**config.mk**
```make
export PLATFORM = sky130hd
export DESIGN_NAME = logic_unit_arbiter
export DESIGN_NICKNAME = d
export VERILOG_FILES = /design/src/rtl/logic_unit_arbiter.sv
export SDC_FILE = /design/constraint.sdc
export NUM_CORES = 1
export LEC_CHECK = 0
export ABC_AREA = 1
export CORE_AREA = 8 8 76 95
export DETAILED_ROUTE_END_ITERATION = 10
export DIE_AREA = 0 0 84 103
export PLACE_DENSITY = 0.95
export RECOVER_POWER = 50
export SLEW_MARGIN = 25
export SYNTH_ARGS = -nofsm -noshare
export SYNTH_HDL_FRONTEND = slang
export SYNTH_SLANG_ARGS = --single-unit
```
**constraint.sdc**
```tcl
create_clock -name clk -period 5.2 [get_ports clk]
set_input_delay 0.52 -clock clk [delete_from_list [all_inputs] [get_ports clk]]
set_output_delay 0.52 -clock clk [all_outputs]
set_load 0.02 [all_outputs]
```
**src/rtl/logic_unit_arbiter.sv**
```systemverilog
// rtl/logic_unit_arbiter.sv - round-robin arbiter sharing one registered bitwise logic unit
// Optional grant counter enabled by defining LGU_ARB_GRANT_CNT_EN.
module logic_unit_arbiter #(
    parameter int NUM_REQ = 4,
    parameter int WIDTH   = 8,
    parameter int IDW     = $clog2(NUM_REQ)
) (
    input  logic                     clk,
    input  logic                     rst_n,
    input  logic [NUM_REQ-1:0]       req_valid,
    output logic [NUM_REQ-1:0]       req_ready,
    input  logic [NUM_REQ*3-1:0]     req_op,
    input  logic [NUM_REQ*WIDTH-1:0] req_a,
    input  logic [NUM_REQ*WIDTH-1:0] req_b,
    output logic                     resp_valid,
    input  logic                     resp_ready,
    output logic [WIDTH-1:0]         resp_data,
    output logic [IDW-1:0]           resp_id,
    output logic                     resp_err
`ifdef LGU_ARB_GRANT_CNT_EN
    ,
    output logic [15:0]              grant_cnt
`endif
);

    typedef enum logic {S_EMPTY = 1'b0, S_FULL = 1'b1} slot_state_t;

    slot_state_t      state_q, state_d;
    logic [IDW-1:0]   rr_ptr_q, rr_ptr_d;
    logic [WIDTH-1:0] resp_data_q, resp_data_d;
    logic [IDW-1:0]   resp_id_q, resp_id_d;
    logic             resp_err_q, resp_err_d;

    logic             slot_free;
    logic             found;
    logic [IDW-1:0]   winner;
    logic             accept;
    logic [2:0]       sel_op;
    logic [WIDTH-1:0] sel_a, sel_b;
    logic [WIDTH-1:0] result;
    logic             result_err;

    assign slot_free = (state_q == S_EMPTY) || resp_ready;

    // First valid requester at or after rr_ptr, wrapping at NUM_REQ.
    always_comb begin
        int idx_int;
        logic [IDW-1:0] idx;
        found  = 1'b0;
        winner = '0;
        for (int i = 0; i < NUM_REQ; i++) begin
            idx_int = int'(rr_ptr_q) + i;
            if (idx_int >= NUM_REQ) begin
                idx_int = idx_int - NUM_REQ;
            end
            idx = IDW'(idx_int);
            if (!found && req_valid[idx]) begin
                found  = 1'b1;
                winner = idx;
            end
        end
    end

    // Gated by rst_n so no requester sees a grant while reset is held.
    always_comb begin
        req_ready = '0;
        if (rst_n && found && slot_free) begin
            req_ready[winner] = 1'b1;
        end
    end

    assign accept = |(req_valid & req_ready);

    assign sel_op = req_op[3*winner +: 3];
    assign sel_a  = req_a[WIDTH*winner +: WIDTH];
    assign sel_b  = req_b[WIDTH*winner +: WIDTH];

    always_comb begin
        result     = '0;
        result_err = 1'b0;
        case (sel_op)
            3'd0:    result = sel_a & sel_b;
            3'd1:    result = sel_a | sel_b;
            3'd2:    result = ~sel_a;
            3'd3:    result = ~(sel_a & sel_b);
            3'd4:    result = ~(sel_a | sel_b);
            3'd5:    result = sel_a ^ sel_b;
            3'd6:    result = ~(sel_a ^ sel_b);
            default: result_err = 1'b1;
        endcase
    end

    always_ff @(posedge clk or negedge rst_n) begin
        if (!rst_n) begin
            state_q <= S_EMPTY;
        end else begin
            state_q <= state_d;
        end
    end

    always_comb begin
        state_d = state_q;
        case (state_q)
            S_EMPTY: if (accept) state_d = S_FULL;
            S_FULL:  if (!accept && resp_ready) state_d = S_EMPTY;
            default: state_d = S_EMPTY;
        endcase
    end

    always_comb begin
        resp_valid = (state_q == S_FULL);
    end

    always_comb begin
        rr_ptr_d    = rr_ptr_q;
        resp_data_d = resp_data_q;
        resp_id_d   = resp_id_q;
        resp_err_d  = resp_err_q;
        if (accept) begin
            rr_ptr_d    = (winner == IDW'(NUM_REQ - 1)) ? '0 : winner + 1'b1;
            resp_data_d = result;
            resp_id_d   = winner;
            resp_err_d  = result_err;
        end
    end

    always_ff @(posedge clk or negedge rst_n) begin
        if (!rst_n) begin
            rr_ptr_q    <= '0;
            resp_data_q <= '0;
            resp_id_q   <= '0;
            resp_err_q  <= 1'b0;
        end else begin
            rr_ptr_q    <= rr_ptr_d;
            resp_data_q <= resp_data_d;
            resp_id_q   <= resp_id_d;
            resp_err_q  <= resp_err_d;
        end
    end

    assign resp_data = resp_data_q;
    assign resp_id   = resp_id_q;
    assign resp_err  = resp_err_q;

`ifdef LGU_ARB_GRANT_CNT_EN
    logic [15:0] grant_cnt_q, grant_cnt_d;

    always_comb begin
        grant_cnt_d = grant_cnt_q;
        if (accept && grant_cnt_q != 16'hFFFF) begin
            grant_cnt_d = grant_cnt_q + 16'd1;
        end
    end

    always_ff @(posedge clk or negedge rst_n) begin
        if (!rst_n) begin
            grant_cnt_q <= '0;
        end else begin
            grant_cnt_q <= grant_cnt_d;
        end
    end

    assign grant_cnt = grant_cnt_q;
`endif

endmodule

```
Word-level counts from Yosys, hierarchy flattened
Index checks and enable logic that the tools add are counted.

cells by class
  reduce and logical (&&, ||, !) cells = 15
  shift-type cells = 3
  bitwise logic cells = 9
  multipliers = 1
  $lt $le $gt $ge = 10
  equality and inequality tests = 7
  add/subtract/negate cells = 8
  muxes and demuxes = 29

operators by type and width
  cell                                                        number
  indexed part select 32 x 6 -> 8 bit                         2
  case mux 8 bit (7 select lines)                             1
  NOT 8 bit                                                   4
  2-to-1 mux 2 bit                                            9
  less-than comparator 2 x 3 -> 1 bit, second input constant  5
  2-to-1 mux 1 bit                                            12
  indexed part select 12 x 5 -> 3 bit                         1
  == test 3 bit, second input constant                        3
  >= comparator 3 bit, second input constant                  3
  bitwise AND 8 bit                                           1
  binary-select mux 1 bit (select 2 bit)                      4
  bitwise OR 8 bit                                            1
  subtractor 2 x 1 -> 2 bit, second input constant            4
  bitwise XOR 8 bit                                           1
  logical AND 1 bit                                           7
  OR reduction 7 bit                                          1
  adder 2 x 2 -> 3 bit, second input constant                 2
  == test 3 x 2 -> 1 bit, second input constant               2
  bitwise AND 4 bit                                           1
  logical NOT 1 bit                                           4
  multiplier 2 x 2 -> 4 bit, first input constant             1
  2-to-1 mux 4 bit                                            1
  OR reduction 4 bit                                          1
  adder 2 x 1 -> 3 bit, second input constant                 1
  10 further kinds                                            10

word-level totals
  input bits = 83
  register bits after elaboration = 14
  output and inout bits = 16

Logic depth before layout (Yosys ltp)
Gate-level depths: netlist of the first run.

  word-level depth = 25
  depth in mapped cells = 25
  mapped depth without buffers = 23

Worst setup path after synthesis of the first run
No wires, ideal clock.

  kind = in2reg
  from = in req_valid[3]
  to = reg resp_err_q (netlist: resp_err)
  required time = 5083 ps
  setup time = 117 ps
  stages = 18
  buffers on the path = 3
  setup slack = 2258 ps
  arrival time = 2825 ps
  cell sequence = inv_1 nand2_1 nand3_1 nand2_2 nor2_4 nand3_1 nand2_4 buf_4 clkbuf_1 ha_1 inv_1 nor2_1 nand2_1 nand4_1 inv_1 buf_2 nand2_1 nand2_1

on the way
  longest elaborated chain between the ends = 19

RTL lines
  element                                                                                                    line  text
  start, declared                                                                                            10    input logic [NUM_REQ-1:0] req_valid,
  binary-select mux 1 bit (select 2 bit)                                                                     57    if (!found && req_valid[idx]) begin
  2-to-1 mux 1 bit (implied by the code)                                                                     57
  2-to-1 mux 1 bit                                                                                           57
  logical NOT 1 bit                                                                                          57
  logical AND 1 bit                                                                                          57
  2-to-1 mux 1 bit                                                                                           57
  logical NOT 1 bit                                                                                          57
  logical AND 1 bit                                                                                          57
  [... 4 more ...]                                                                                           -
  less-than comparator 2 x 3 -> 1 bit (implied by the code) or >= comparator 2 x 1 -> 1 bit (tied branches)  68    req_ready[winner] = 1'b1;
  logical AND 1 bit (implied by the code)                                                                    68
  2-to-1 mux 1 bit (implied by the code)                                                                     68
  demux 1 bit (select 2 bit)                                                                                 68
  2-to-1 mux 4 bit *                                                                                         67    if (rst_n && found && slot_free) begin
  named net req_ready[1]                                                                                     11    output logic [NUM_REQ-1:0] req_ready,
  bitwise AND 4 bit *                                                                                        72    assign accept = |(req_valid & req_ready);
  OR reduction 4 bit *                                                                                       72
  end signal, assigned                                                                                       137   resp_err_q <= resp_err_d;
  end, declared                                                                                              32    logic resp_err_q, resp_err_d;

The timed path passes the listed nets; every way through them passes the cells marked *. The select of a mux whose other input is x is not followed.
A chain may end at the register's enable or synchronous reset.

Worst setup path after layout of the first run
  from = in req_valid[3]
  to = out req_ready[3]

on the way
  longest elaborated chain between the ends = 17

RTL lines
  element                                                                                                    line
  binary-select mux 1 bit (select 2 bit)                                                                     57
  2-to-1 mux 1 bit (implied by the code)                                                                     57
  2-to-1 mux 1 bit                                                                                           57
  logical NOT 1 bit                                                                                          57
  logical AND 1 bit                                                                                          57
  2-to-1 mux 1 bit                                                                                           57
  logical NOT 1 bit                                                                                          57
  logical AND 1 bit                                                                                          57
  2-to-1 mux 1 bit                                                                                           57
  logical NOT 1 bit                                                                                          57
  logical AND 1 bit                                                                                          57
  2-to-1 mux 2 bit                                                                                           57
  less-than comparator 2 x 3 -> 1 bit (implied by the code) or >= comparator 2 x 1 -> 1 bit (tied branches)  68
  logical AND 1 bit (implied by the code)                                                                    68
  2-to-1 mux 1 bit (implied by the code)                                                                     68
  demux 1 bit (select 2 bit)                                                                                 68
  2-to-1 mux 4 bit *                                                                                         67
  end, declared                                                                                              11

Mark *: on every way between the ends. The rest lies on a longest branch, timed or not. The select of a mux whose other input is x is not followed.

==> out/results.ini, run 1 <==
[timing]
max_clock_freq_mhz=233
period_share=0.824
timing.slew.headroom=0.571
rsz0062_at_grt=no
setup_viol=0
worst_pin_slew_ps=641
report.final.slew_viol_count=0
hold_viol=0
fin_crit_ps=4290
finClkSkew_ps=1.77
finalSetupTns_ps=0

[run_status]
status=complete, no violations

[yosys]
synth_fp_nets=593
syn_area_per_cell_sq_um=5.71
synth_top_area_frac=0.275
synth_largest_area_cell=nand2_1
synth.distinct_cells=27
synth_top_flop_cell=dfrtp_1
syn-instance-count=490
async_reset_ff_frac=1.00
netlist_area_sq_um=2800
seq_area_frac_synth=0.125
synth_warnings=0
synthTopCellsByArea=nand2_1 (28%), dfrtp_1 (13%), inv_1 (9.3%), nand3_1 (9.1%), ha_1 (8.9%)
synth-seq-cells=14
synth-edff-count=0

[global_routing]
overflow=0
track_usage=0.193
grt_pass1_wl_um=14200
grt_pass1_vias=3288
grt_start_max_net_pins=52
grt_antenna_before_repair=0

[drt]
totalWireLength_um=8340
vias_per_cell=5.11
drc=0
dr_total_vias=3273
drtAntennaViolNets=0
wl_per_cell_um=13.0
drt_iter0_markers=119
dr.pass1.iters=4

[placed_design]
place_inst=636
io_buffers=98
place_hpwl_um=6790
gp_congestion=0.901

[setup_path]
slowest_delay_ps=630
critical_path_class=input pin to primary output
cpLargestDelayFamily=buffers and inverters
slowest_stage=clkdlybuf4s50_1
critPathLaunchType=input pin
path_cells=clkdlybuf4s50_1, inv_1, nand2_1, nand2_1, nand2_1, nand2_1, nand2_1, nand2_1, nand2_4, nand3_4, inv_2, ha_1, inv_1, nor2_1, clkdlybuf4s50_1
cp_data_arrival_time_ps=3770
path_buf_inv=5
crit_fanout=51
cp.required_ps=4680
worst_setup_path_end_kind=primary output
cp.depth=15
ff2ff_path_depth=19
cp_common_cell=nand2_1

[final_layout]
drive_gt1_frac=0.0749
n_fill_cell=506
area_growth_pct=34.7
antenna_cells=0
fin_cells=640
final_nets=678
layout_common_cells=nand2_1 (205), clkdlybuf4s50_1 (89), inv_1 (69), nand3_1 (51), nor2_1 (32)
layout_commonest_cell=nand2_1

[die]
row_count=31
die-area_sq_um=8650
core_sq_um=5700
dieHeight_um=103
ios=99
chipWidth_um=84
start_util=0.491

[clocking]
cts_buffers=3
cts-resized-gates=0
clk_latency_ps=240
cts_hold_buf=0
htree_levels=1
cts-root-buf=clkbuf_8
cts_tree=yes
clk_pin_slew_ps=60
cts_setup_buffers=0
cts_buffer_depth=2
clock-sinks=14

[min_path]
whs_path_depth=2
holdCritPathClass=register to register

[run]
drv_cap=0

## path summary, 6_finish.rpt
path / from / to / slack (ps)
worst min-delay path: resp_data[3]$_DFFE_PN0P_ / resp_data[3]$_DFFE_PN0P_ / 490
min in group asynchronous: rst_n / resp_id[0]$_DFFE_PN0P_ / 740
worst max-delay path: req_valid[3] / req_ready[3] / 910
worst max register to register: rr_ptr_q[0]$_DFFE_PN0P_ / rr_ptr_q[0]$_DFFE_PN0P_ / 1210
worst min register to register: resp_data[3]$_DFFE_PN0P_ / resp_data[3]$_DFFE_PN0P_ / 490
max in group asynchronous: rst_n / resp_data[4]$_DFFE_PN0P_ / 4050
## flip-flops by register name (all words and copies together), names as in the netlist
register    cells
resp_data       8
resp_err        1
resp_id         2
resp_valid      1
rr_ptr_q        2
## metrics by stage
step / hold slack [ps] / utilization / setup slack (ps) / instance area [sq um]
3_5_place_dp: 482 / 0.651 / 899 / 3710
5_1_grt: 517 / 0.661 / 575 / 3770
2_1_floorplan: 224 / - / 2260 / 2800
4_1_cts: 496 / 0.661 / 915 / 3770
6_report: 486 / 0.661 / 913 / 3770
3_3_place_gp: 472 / 0.651 / 1020 / 3710
## layout make-up
cell class | count | area [sq um] | area share
clock buffer | 4 | 55.1 | 0.0146
multi-input combinational | 383 | 2010 | 0.533
inverter | 75 | 289 | 0.0767
sequential | 14 | 350 | 0.0930
tap | 66 | 82.6 | 0.0219
timing repair buffer | 98 | 981 | 0.260
## synthesized netlist by cell type (5+ instances only)
cell	n
nand2_1	205
inv_1	69
nand3_1	51
nor2_1	32
ha_1	20
nand4_1	17
dfrtp_1	14
nand2_4	9
a32oi_1	8
nand2_2	8
o21ai_0	8
buf_6	6
nand3_2	6
and2_1	5
buf_2	5
buf_4	5
## logic make-up after synthesis
group,after synthesis,synth area share
flops,14,0.125
buf+inv,93,0.157
compound gates,20,0.0474
simple gates,343,0.581
fa+ha+maj,20,0.0894
## worst register-to-register path: cells and delay by family, from the launching register on
kind | cells | cell delay, ps
fa+ha+maj | 1 | 250
compound gates | 1 | 80
flops | 1 | 600
simple gates | 13 | 1900
buf+inv | 4 | 1060
## layer usage
metal,share of wire,track usage
met2,0.55,0.396
met5,0,0
met3,0.056,0.0364
met4,0.018,0.0626
met1,0.38,0.188
Power of run 1 is left out: the tool's default activity adds up to more than one toggle a clock period on the data nets, which glitch-free logic cannot reach.
==> run 2: changes to the inputs <==
CORE_AREA = 8 8 82 103   (was 8 8 76 95)
DIE_AREA = 0 0 90 111   (was 0 0 84 103)
PLACE_DENSITY = 0.87   (was 0.95)
clock period = 3.9 ns   (was 5.2 ns; I/O delays follow)
==> run 2 against run 1 <==
- final cell count is 4.2% higher
- critical path depth decreased by 2
- routed wire length decreased by 4.0%
- sequential share of layout area shrank 0.12 points
- non-clock buffer count up 3
- die area increased by 15%
- design area grew 1.3%
- largest cell class unchanged
- worst setup slack worse by 580 ps
==> out/results.ini, run 2 (same netlist as run 1, synthesis figures left out) <==
[run_status]
status=complete, no violations  ; unchanged

[setup_path]
critPathLaunchType=register  ; was input pin
rrSetupSlack_ps=680  ; was 1210 ps
worst_setup_path_end_kind=primary output  ; unchanged
cp_data_arrival_time_ps=3180  ; was 3770 ps
crit_fanout=50  ; was 51
cp.required_ps=3510  ; was 4680 ps
critical_path_class=register to primary output  ; was input pin to primary output

[timing]
rsz0062_at_grt=no  ; unchanged
finClkSkew_ps=4.58  ; was 1.77 ps
period_share=0.916
hold_viol=0  ; unchanged
report.final.slew_viol_count=0  ; unchanged
fin_crit_ps=3570
setup_viol=0  ; unchanged
timing.final.ws_setup_ps=328  ; was 913 ps
timing.slew.headroom=0.495  ; was 0.571
max_clock_freq_mhz=280
worst_pin_slew_ps=758  ; was 641 ps
finalSetupTns_ps=0  ; unchanged

[final_layout]
drive_gt1_frac=0.0780  ; was 0.0749
finalInstanceArea_sq_um=3820  ; was 3770 sq um
layout_common_cells=nand2_1 (205), clkdlybuf4s50_1 (89), inv_1 (69), nand3_1 (51), nor2_1 (32)  ; unchanged
largest_reg_flops=8  ; unchanged
antenna_cells=0  ; unchanged
area_growth_pct=36.4  ; was 34.7%
layout_commonest_cell=nand2_1  ; unchanged
n_fill_cell=686  ; was 506
final_nets=681  ; was 678

[clocking]
htree_levels=1  ; unchanged
cts_setup_buffers=0  ; unchanged
cts_tree=yes  ; unchanged
cts_buffer_depth=2  ; unchanged
clk_pin_slew_ps=60  ; about the same
cts-root-buf=clkbuf_8  ; unchanged
clock-sinks=14  ; unchanged
cts_buffers=3  ; unchanged
cts_hold_buf=0  ; unchanged
cts-resized-gates=0  ; unchanged
clk_latency_ps=240  ; about the same

[min_path]
holdCritPathClass=register to register  ; unchanged

[drt]
wl_per_cell_um=12.0  ; was 13.0 um
dr.pass1.iters=4  ; unchanged
totalWireLength_um=8010  ; was 8340 um
drc=0  ; unchanged
vias_per_cell=4.84  ; was 5.11
drtAntennaViolNets=0  ; unchanged
dr_total_vias=3231  ; was 3,273
drt_iter0_markers=92  ; was 119

[die]
start_util=0.411  ; was 0.491
dieHeight_um=111  ; was 103 um
chipWidth_um=90  ; was 84 um
die-area_sq_um=9990  ; was 8650 sq um
row_count=34  ; was 31
ios=99  ; unchanged
core_sq_um=6810  ; was 5700 sq um

[placed_design]
placed_cell_area_sq_um=3760  ; was 3710 sq um
dp_slack_ps=370  ; was 899 ps
gp_congestion=0.901  ; about the same
io_buffers=98  ; unchanged
place_hpwl_um=6700  ; was 6790 um

[global_routing]
grt_antenna_before_repair=0  ; unchanged
track_usage=0.158  ; was 0.193
grt_pass1_wl_um=14000  ; was 14,200 um
overflow=0  ; unchanged
grt_pass1_vias=3221  ; was 3,288
grt_start_max_net_pins=51  ; was 52

[run]
drv_cap=0  ; unchanged

[run 2: routing by layer]
layer	share of wire	up-vias	track usage	wire, um
li1	-	1699	-	-
met1	0.42	1429	0.170	3370
met2	0.52	92	0.307	4150
met3	0.045	11	0.0285	358
met4	0.017	0	0.0356	136
met5	0	-	0	0
[run 2: path summary, 6_finish.rpt]
kind,startpoint,endpoint,cells past startpoint
worst max-delay path,rr_ptr_q[0]$_DFFE_PN0P_,req_ready[2],13
worst min-delay path,resp_data[4]$_DFFE_PN0P_,resp_data[4]$_DFFE_PN0P_,2
worst max register to register,rr_ptr_q[0]$_DFFE_PN0P_,rr_ptr_q[0]$_DFFE_PN0P_,19
worst min register to register,resp_data[4]$_DFFE_PN0P_,resp_data[4]$_DFFE_PN0P_,2
max in group asynchronous,rst_n,resp_data[4]$_DFFE_PN0P_,2
min in group asynchronous,rst_n,rr_ptr_q[0]$_DFFE_PN0P_,2
[run 2: stage by stage]
stage,std cells,utilization,hold slack (ps)
floorplan,490,-,94.4
global placement,663,0.553,467
detailed placement,663,0.553,467
CTS,667,0.561,472
global route,667,0.561,490
finish,667,0.561,471
[run 2: critical path: stages, from the launching register on]
cell and delay, ps:
dfrtp_1 610, inv_6 100, nand2_1 100, nand2_2 100, nand2_1 70, nand2_1 60, nand2_1 90, nand3_2 180
nand3_4 160, buf_4 410, ha_1 250, inv_1 40, nor2_1 140, clkdlybuf4s50_1 630
[run 2: cell type report]
class	count	area, sq um	share of cell area
timing repair buffer	101	1000	0.262
sequential	14	350	0.0918
multi-input combinational	383	2010	0.527
inverter	75	289	0.0757
clock buffer	4	55.1	0.0144
tap	90	113	0.0295
Power of run 2 is left out for the same reason.
==> run 3: changes to the inputs <==
CTS_CLUSTER_DIAMETER = 80   (was unset)
GPL_ROUTABILITY_DRIVEN = 0   (was unset)
==> run 3 against run 2 <==
- count of clock-buffer cells in the layout is the same
- non-clock buffer count is the same
- critical path depth grew 1
- worst setup slack gained 24 ps
- flip-flop and latch count is the same
- clock skew grew 1.4 ps
- critical path type unchanged
- global-route usage grew 0.31 points
- highest routed layer unchanged
- routed wire length grew 1.7%
- worst hold slack gained 3.9 ps
- die area is the same
==> out/results.ini, run 3 (same netlist as run 1, synthesis figures left out) <==
[placed_design]
place_hpwl_um=6840  ; was 6700 um
placed_cell_area_sq_um=3760  ; unchanged
dp_slack_ps=399  ; was 370 ps
io_buffers=98  ; unchanged

[die]
row_count=34  ; unchanged
dieHeight_um=111  ; unchanged
chipWidth_um=90  ; unchanged
ios=99  ; unchanged
start_util=0.411  ; unchanged
die-area_sq_um=9990  ; unchanged
core_sq_um=6810  ; unchanged

[final_layout]
antenna_cells=0  ; unchanged
finalInstanceArea_sq_um=3820  ; unchanged
largest_reg_flops=8  ; unchanged
final_nets=681  ; unchanged
drive_gt1_frac=0.0780  ; unchanged
area_growth_pct=36.4  ; unchanged
layout_common_cells=nand2_1 (205), clkdlybuf4s50_1 (89), inv_1 (69), nand3_1 (51), nor2_1 (32)  ; unchanged
layout_commonest_cell=nand2_1  ; unchanged
n_fill_cell=673  ; was 686

[timing]
hold_slack_ps=475  ; was 471 ps
max_clock_freq_mhz=282  ; was 280 MHz
finClkSkew_ps=6.01  ; was 4.58 ps
timing.final.ws_setup_ps=352  ; was 328 ps
fin_crit_ps=3550  ; was 3570 ps
worst_pin_slew_ps=766  ; was 758 ps
period_share=0.910  ; was 0.916
hold_viol=0  ; unchanged
timing.slew.headroom=0.489  ; was 0.495
setup_viol=0  ; unchanged
rsz0062_at_grt=no  ; unchanged
finalSetupTns_ps=0  ; unchanged
report.final.slew_viol_count=0  ; unchanged

[clocking]
cts_hold_buf=0  ; unchanged
clk_latency_ps=250  ; was 240 ps
clock-sinks=14  ; unchanged
cts-resized-gates=0  ; unchanged
cts_tree=yes  ; unchanged
cts_buffer_depth=2  ; unchanged
clk_pin_slew_ps=60  ; about the same
htree_levels=1  ; unchanged
cts-root-buf=clkbuf_8  ; unchanged
cts_buffers=3  ; unchanged
cts_setup_buffers=0  ; unchanged

[setup_path]
cp.required_ps=3510  ; about the same
rrSetupSlack_ps=630  ; was 680 ps
cp_data_arrival_time_ps=3160  ; was 3180 ps
critPathLaunchType=register  ; unchanged
critical_path_class=register to primary output  ; unchanged
crit_fanout=33  ; was 50
worst_setup_path_end_kind=primary output  ; unchanged

[global_routing]
grt_start_max_net_pins=48  ; was 51
overflow=0  ; unchanged
grt_pass1_wl_um=14200  ; was 14,000 um
track_usage=0.161  ; was 0.158
grt_pass1_vias=3332  ; was 3,221
grt_antenna_before_repair=0  ; unchanged

[drt]
routedLengthMet1_um=3270  ; was 3370 um
wl_met3_um=449  ; was 358 um
wl_met2_um=4330  ; was 4150 um
totalWireLength_um=8150  ; was 8010 um
dr.max_layer_used=met4  ; unchanged
dr.pass1.iters=4  ; unchanged
drt_iter0_markers=124  ; was 92
drc=0  ; unchanged
vias_per_cell=4.95  ; was 4.84
dr_total_vias=3303  ; was 3,231
wl_per_cell_um=12.2  ; was 12.0 um
drtAntennaViolNets=0  ; unchanged

[run_status]
status=complete, no violations  ; unchanged

[min_path]
holdCritPathClass=register to register  ; unchanged

[run]
drv_cap=0  ; unchanged

run 3: worst max-delay path, cell delays in order, from the launching register on:
cell	delay (ps)
dfrtp_1	610
inv_6	100
nand2_1	90
nand2_2	90
nand2_1	70
nand2_1	60
nand2_1	90
nand2_1	90
nand2_4	120
nand3_4	100
inv_2	400
ha_1	240
inv_1	40
nor2_1	170
clkdlybuf4s50_1	640
run 3: area by class of cell:
cell class,instances,area [sq um],area share
Clock buffer,4,55.1,0.0144
Inverter,75,289,0.0757
Multi-Input combinational cell,383,2010,0.527
Sequential cell,14,350,0.0918
Tap cell,90,113,0.0295
Timing Repair Buffer,101,1000,0.262
run 3: per-stage QoR:
| stage | utilization | instances |
|---|---|---|
| after floorplan | - | 490 |
| after global placement | 0.553 | 663 |
| after detailed placement | 0.553 | 663 |
| after CTS | 0.561 | 667 |
| after global routing | 0.561 | 667 |
| final | 0.561 | 667 |
run 3: layer usage:
layer  global-route usage  vias to the layer above
li1                     -                     1705
met1                0.176                     1477
met2                0.307                      110
met3               0.0318                       11
met4               0.0390                        0
met5                    0                        -
run 3: worst paths after layout:
path | startpoint | end | cells after the start
max | rr_ptr_q[0]$_DFFE_PN0P_ | req_ready[1] | 14
min | resp_data[7]$_DFFE_PN0P_ | resp_data[7]$_DFFE_PN0P_ | 2
max reg2reg | rr_ptr_q[0]$_DFFE_PN0P_ | resp_data[5]$_DFFE_PN0P_ | 23
min reg2reg | resp_data[7]$_DFFE_PN0P_ | resp_data[7]$_DFFE_PN0P_ | 2
max in group asynchronous | rst_n | resp_data[7]$_DFFE_PN0P_ | 2
min in group asynchronous | rst_n | resp_valid$_DFF_PN0_ | 2
Power of run 3 is left out for the same reason.
==> RTL change: new RTL, config.mk and constraints of run 2 <==
Build with the macro `LGU_ARB_GRANT_CNT_EN` defined.
--- a/src/rtl/logic_unit_arbiter.sv
+++ b/src/rtl/logic_unit_arbiter.sv
@@ -1,5 +1,7 @@
 // rtl/logic_unit_arbiter.sv - round-robin arbiter sharing one registered bitwise logic unit
 // Optional grant counter enabled by defining LGU_ARB_GRANT_CNT_EN.
+`define LGU_ARB_GRANT_CNT_EN
+
 module logic_unit_arbiter #(
     parameter int NUM_REQ = 4,
     parameter int WIDTH   = 8,
Check against the original RTL (old outputs only; new: grant_cnt): equivalent (equiv_simple and equiv_induct, registers matched by name and starting in step).
==> RTL change against run 2 <==
  * The run now ends with capacitance limit, slew limit left
  * Fmax up 0.75%
  * Cell area grew 24%
  * Non-clock buffer count grew 20
  * Synthesized area increased by 25%
  * Wire length is 28% higher
  * Sequential cell count rose by 16
  * First-iteration DRC count is 140% higher
  * Setup slack better by 27 ps
  * Critical path type unchanged
  * Highest routed layer unchanged
Power is not shown: default switching activity piles up to over one toggle a cycle in this logic, so the estimate is an artifact.
==> RTL change: results (changes against run 2) <==
<table>
<tr><th>Metric</th><th>Value</th></tr>
<tr><th colspan="2">Outcome</th></tr>
<tr><td>Status</td><td>finished with violations (was complete, no violations)</td></tr>
<tr><td>Violated checks</td><td>capacitance limit, slew limit</td></tr>
<tr><th colspan="2">Final layout</th></tr>
<tr><td>Filler cell count</td><td>624 (was 686)</td></tr>
<tr><td>Proportion of layout cells with a drive suffix above 1</td><td>6.31% (was 7.80%)</td></tr>
<tr><td>Number of nets in the layout</td><td>784 (was 681)</td></tr>
<tr><td>Max FFs per register</td><td>16 (was 8)</td></tr>
<tr><th colspan="2">Placement</th></tr>
<tr><td>Weighted congestion reported at the end of routability-driven placement</td><td>0.896 (was 0.901)</td></tr>
<tr><td>Number of buffer cells added on primary ports</td><td>114 (was 98)</td></tr>
<tr><th colspan="2">Critical path</th></tr>
<tr><td>CP endpoint</td><td>req_ready[3] (was req_ready[2])</td></tr>
<tr><td>R2r endpoint</td><td>resp_data[2]$_DFFE_PN0P_ (was rr_ptr_q[0]$_DFFE_PN0P_)</td></tr>
<tr><td>Worst setup slack for register-to-register paths</td><td>600 ps (was 680 ps)</td></tr>
<tr><td>Critical path peak fanout</td><td>32 (was 50)</td></tr>
<tr><th colspan="2">Yosys</th></tr>
<tr><td>Top cells by count, synth</td><td>nand2_1 (230), inv_1 (77), nand3_1 (61), nor2_1 (38), dfrtp_1 (30) (was nand2_1 (205), inv_1 (69), nand3_1 (51), nor2_1 (32), ha_1 (20))</td></tr>
<tr><td>Register area share after synthesis</td><td>21.5% (was 12.5%)</td></tr>
<tr><td>Yosys cell types</td><td>32 (was 27)</td></tr>
<tr><td>Adder-cell area share of the yosys netlist</td><td>7.53% (was 8.94%)</td></tr>
<tr><td>Fraction of the mapped netlist area in compound gates</td><td>3.95% (was 4.74%)</td></tr>
<tr><th colspan="2">Run</th></tr>
<tr><td>Max cap viols</td><td>1 (was 0)</td></tr>
<tr><th colspan="2">Route</th></tr>
<tr><td>Wirelength per Cell</td><td>13.2 um (was 12.0 um)</td></tr>
<tr><td>Vias per cell</td><td>5.09 (was 4.84)</td></tr>
<tr><td>Detailed Route Iter0 Violations</td><td>218 (was 92)</td></tr>
<tr><th colspan="2">Clock tree</th></tr>
<tr><td>TritonCTS buffer count</td><td>5 (was 3)</td></tr>
<tr><td>Clk Latency, worst-skew pair</td><td>280 ps (was 240 ps)</td></tr>
<tr><th colspan="2">STA</th></tr>
<tr><td>Worst clock skew on the final layout</td><td>5.05 ps (was 4.58 ps)</td></tr>
<tr><td>Slew Viols, Final</td><td>31 (was 0)</td></tr>
<tr><th colspan="2">Global route</th></tr>
<tr><td>Total track usage</td><td>20.6% (was 15.8%)</td></tr>
<tr><td>Number of global-route vias before repair</td><td>3945 (was 3221)</td></tr>
</table>
[RTL change: cell types whose count changed after synthesis, sizes merged, moves of 3 or more]
cell,delta
dfrtp,+16
nand2,+21
nor2,+5
nand3,+6
nor3,+4
xnor2,+4
inv,+7
xor2,+10
buf,+3
[RTL change: how the worst min path moves through the flow]
| stage | slack, ps | cells past startpoint | start | to |
|---|---|---|---|---|
| 2_1_floorplan | 90 | 0 | rst_n | grant_cnt[0]$_DFFE_PN0P_ |
| 3_3_place_gp | 470 | 2 | resp_err$_DFFE_PN0P_ | resp_err$_DFFE_PN0P_ |
| 3_5_place_dp | 470 | 2 | resp_data[0]$_DFFE_PN0P_ | resp_data[0]$_DFFE_PN0P_ |
| 4_1_cts | 490 | 2 | resp_data[0]$_DFFE_PN0P_ | resp_data[0]$_DFFE_PN0P_ |
| 5_1_grt | 510 | 2 | resp_data[7]$_DFFE_PN0P_ | resp_data[7]$_DFFE_PN0P_ |
| 6_report | 480 | 2 | resp_data[5]$_DFFE_PN0P_ | resp_data[5]$_DFFE_PN0P_ |
[RTL change: layout make-up]
cell class	instances	share of cell area (%)
clock buffers	7	1.83
multi-input cells	440	47.9
clock inverters	1	0.106
well taps	90	2.38
repair buffers	121	25.3
inverters	82	6.62
flip-flops and latches	30	15.9
[RTL change: tightest hold or removal path, stage by stage, from the launching register on]
cell,delay [ps]
dfrtp_1,340
nand2_1,60
nand2_1,50
[RTL change: through the flow]
step | area, um2 | hold WS (ps) | setup slack [ps] | utilization [%] | cells
final | 4720 | 479 | 355 | 69.4 | 771
after global placement | 4630 | 466 | 407 | 68.0 | 763
after floorplan | 3490 | 94.4 | 665 | - | 572
after global routing | 4720 | 509 | 98.4 | 69.4 | 771
after CTS | 4720 | 485 | 263 | 69.4 | 771
after detailed placement | 4630 | 471 | 313 | 68.0 | 763
[RTL change: logic make-up after synthesis]
| kind of cell | Yosys count |
|---|---|
| AOI/OAI and AO/OA | 21 |
| xor gates and xnor gates | 14 |
| adders and majority gates | 21 |
| buffers and inverters | 102 |
| DFF | 30 |
| and+or+nand+nor | 384 |
[RTL change: metal layers]
metal	GRT usage, %	share of wire, %	vias up
li1	-	-	2001
met4	11.6	4.3	0
met5	0	0	-
met1	21.2	39	1734
met2	36.7	49	157
met3	5.83	7.5	31
[RTL change: repair_timing]
item,in CTS,in global routing
setup endpoints to repair,0,1
hold buffers,0,0
hold endpoints to repair,0,0
resized for setup,0,1
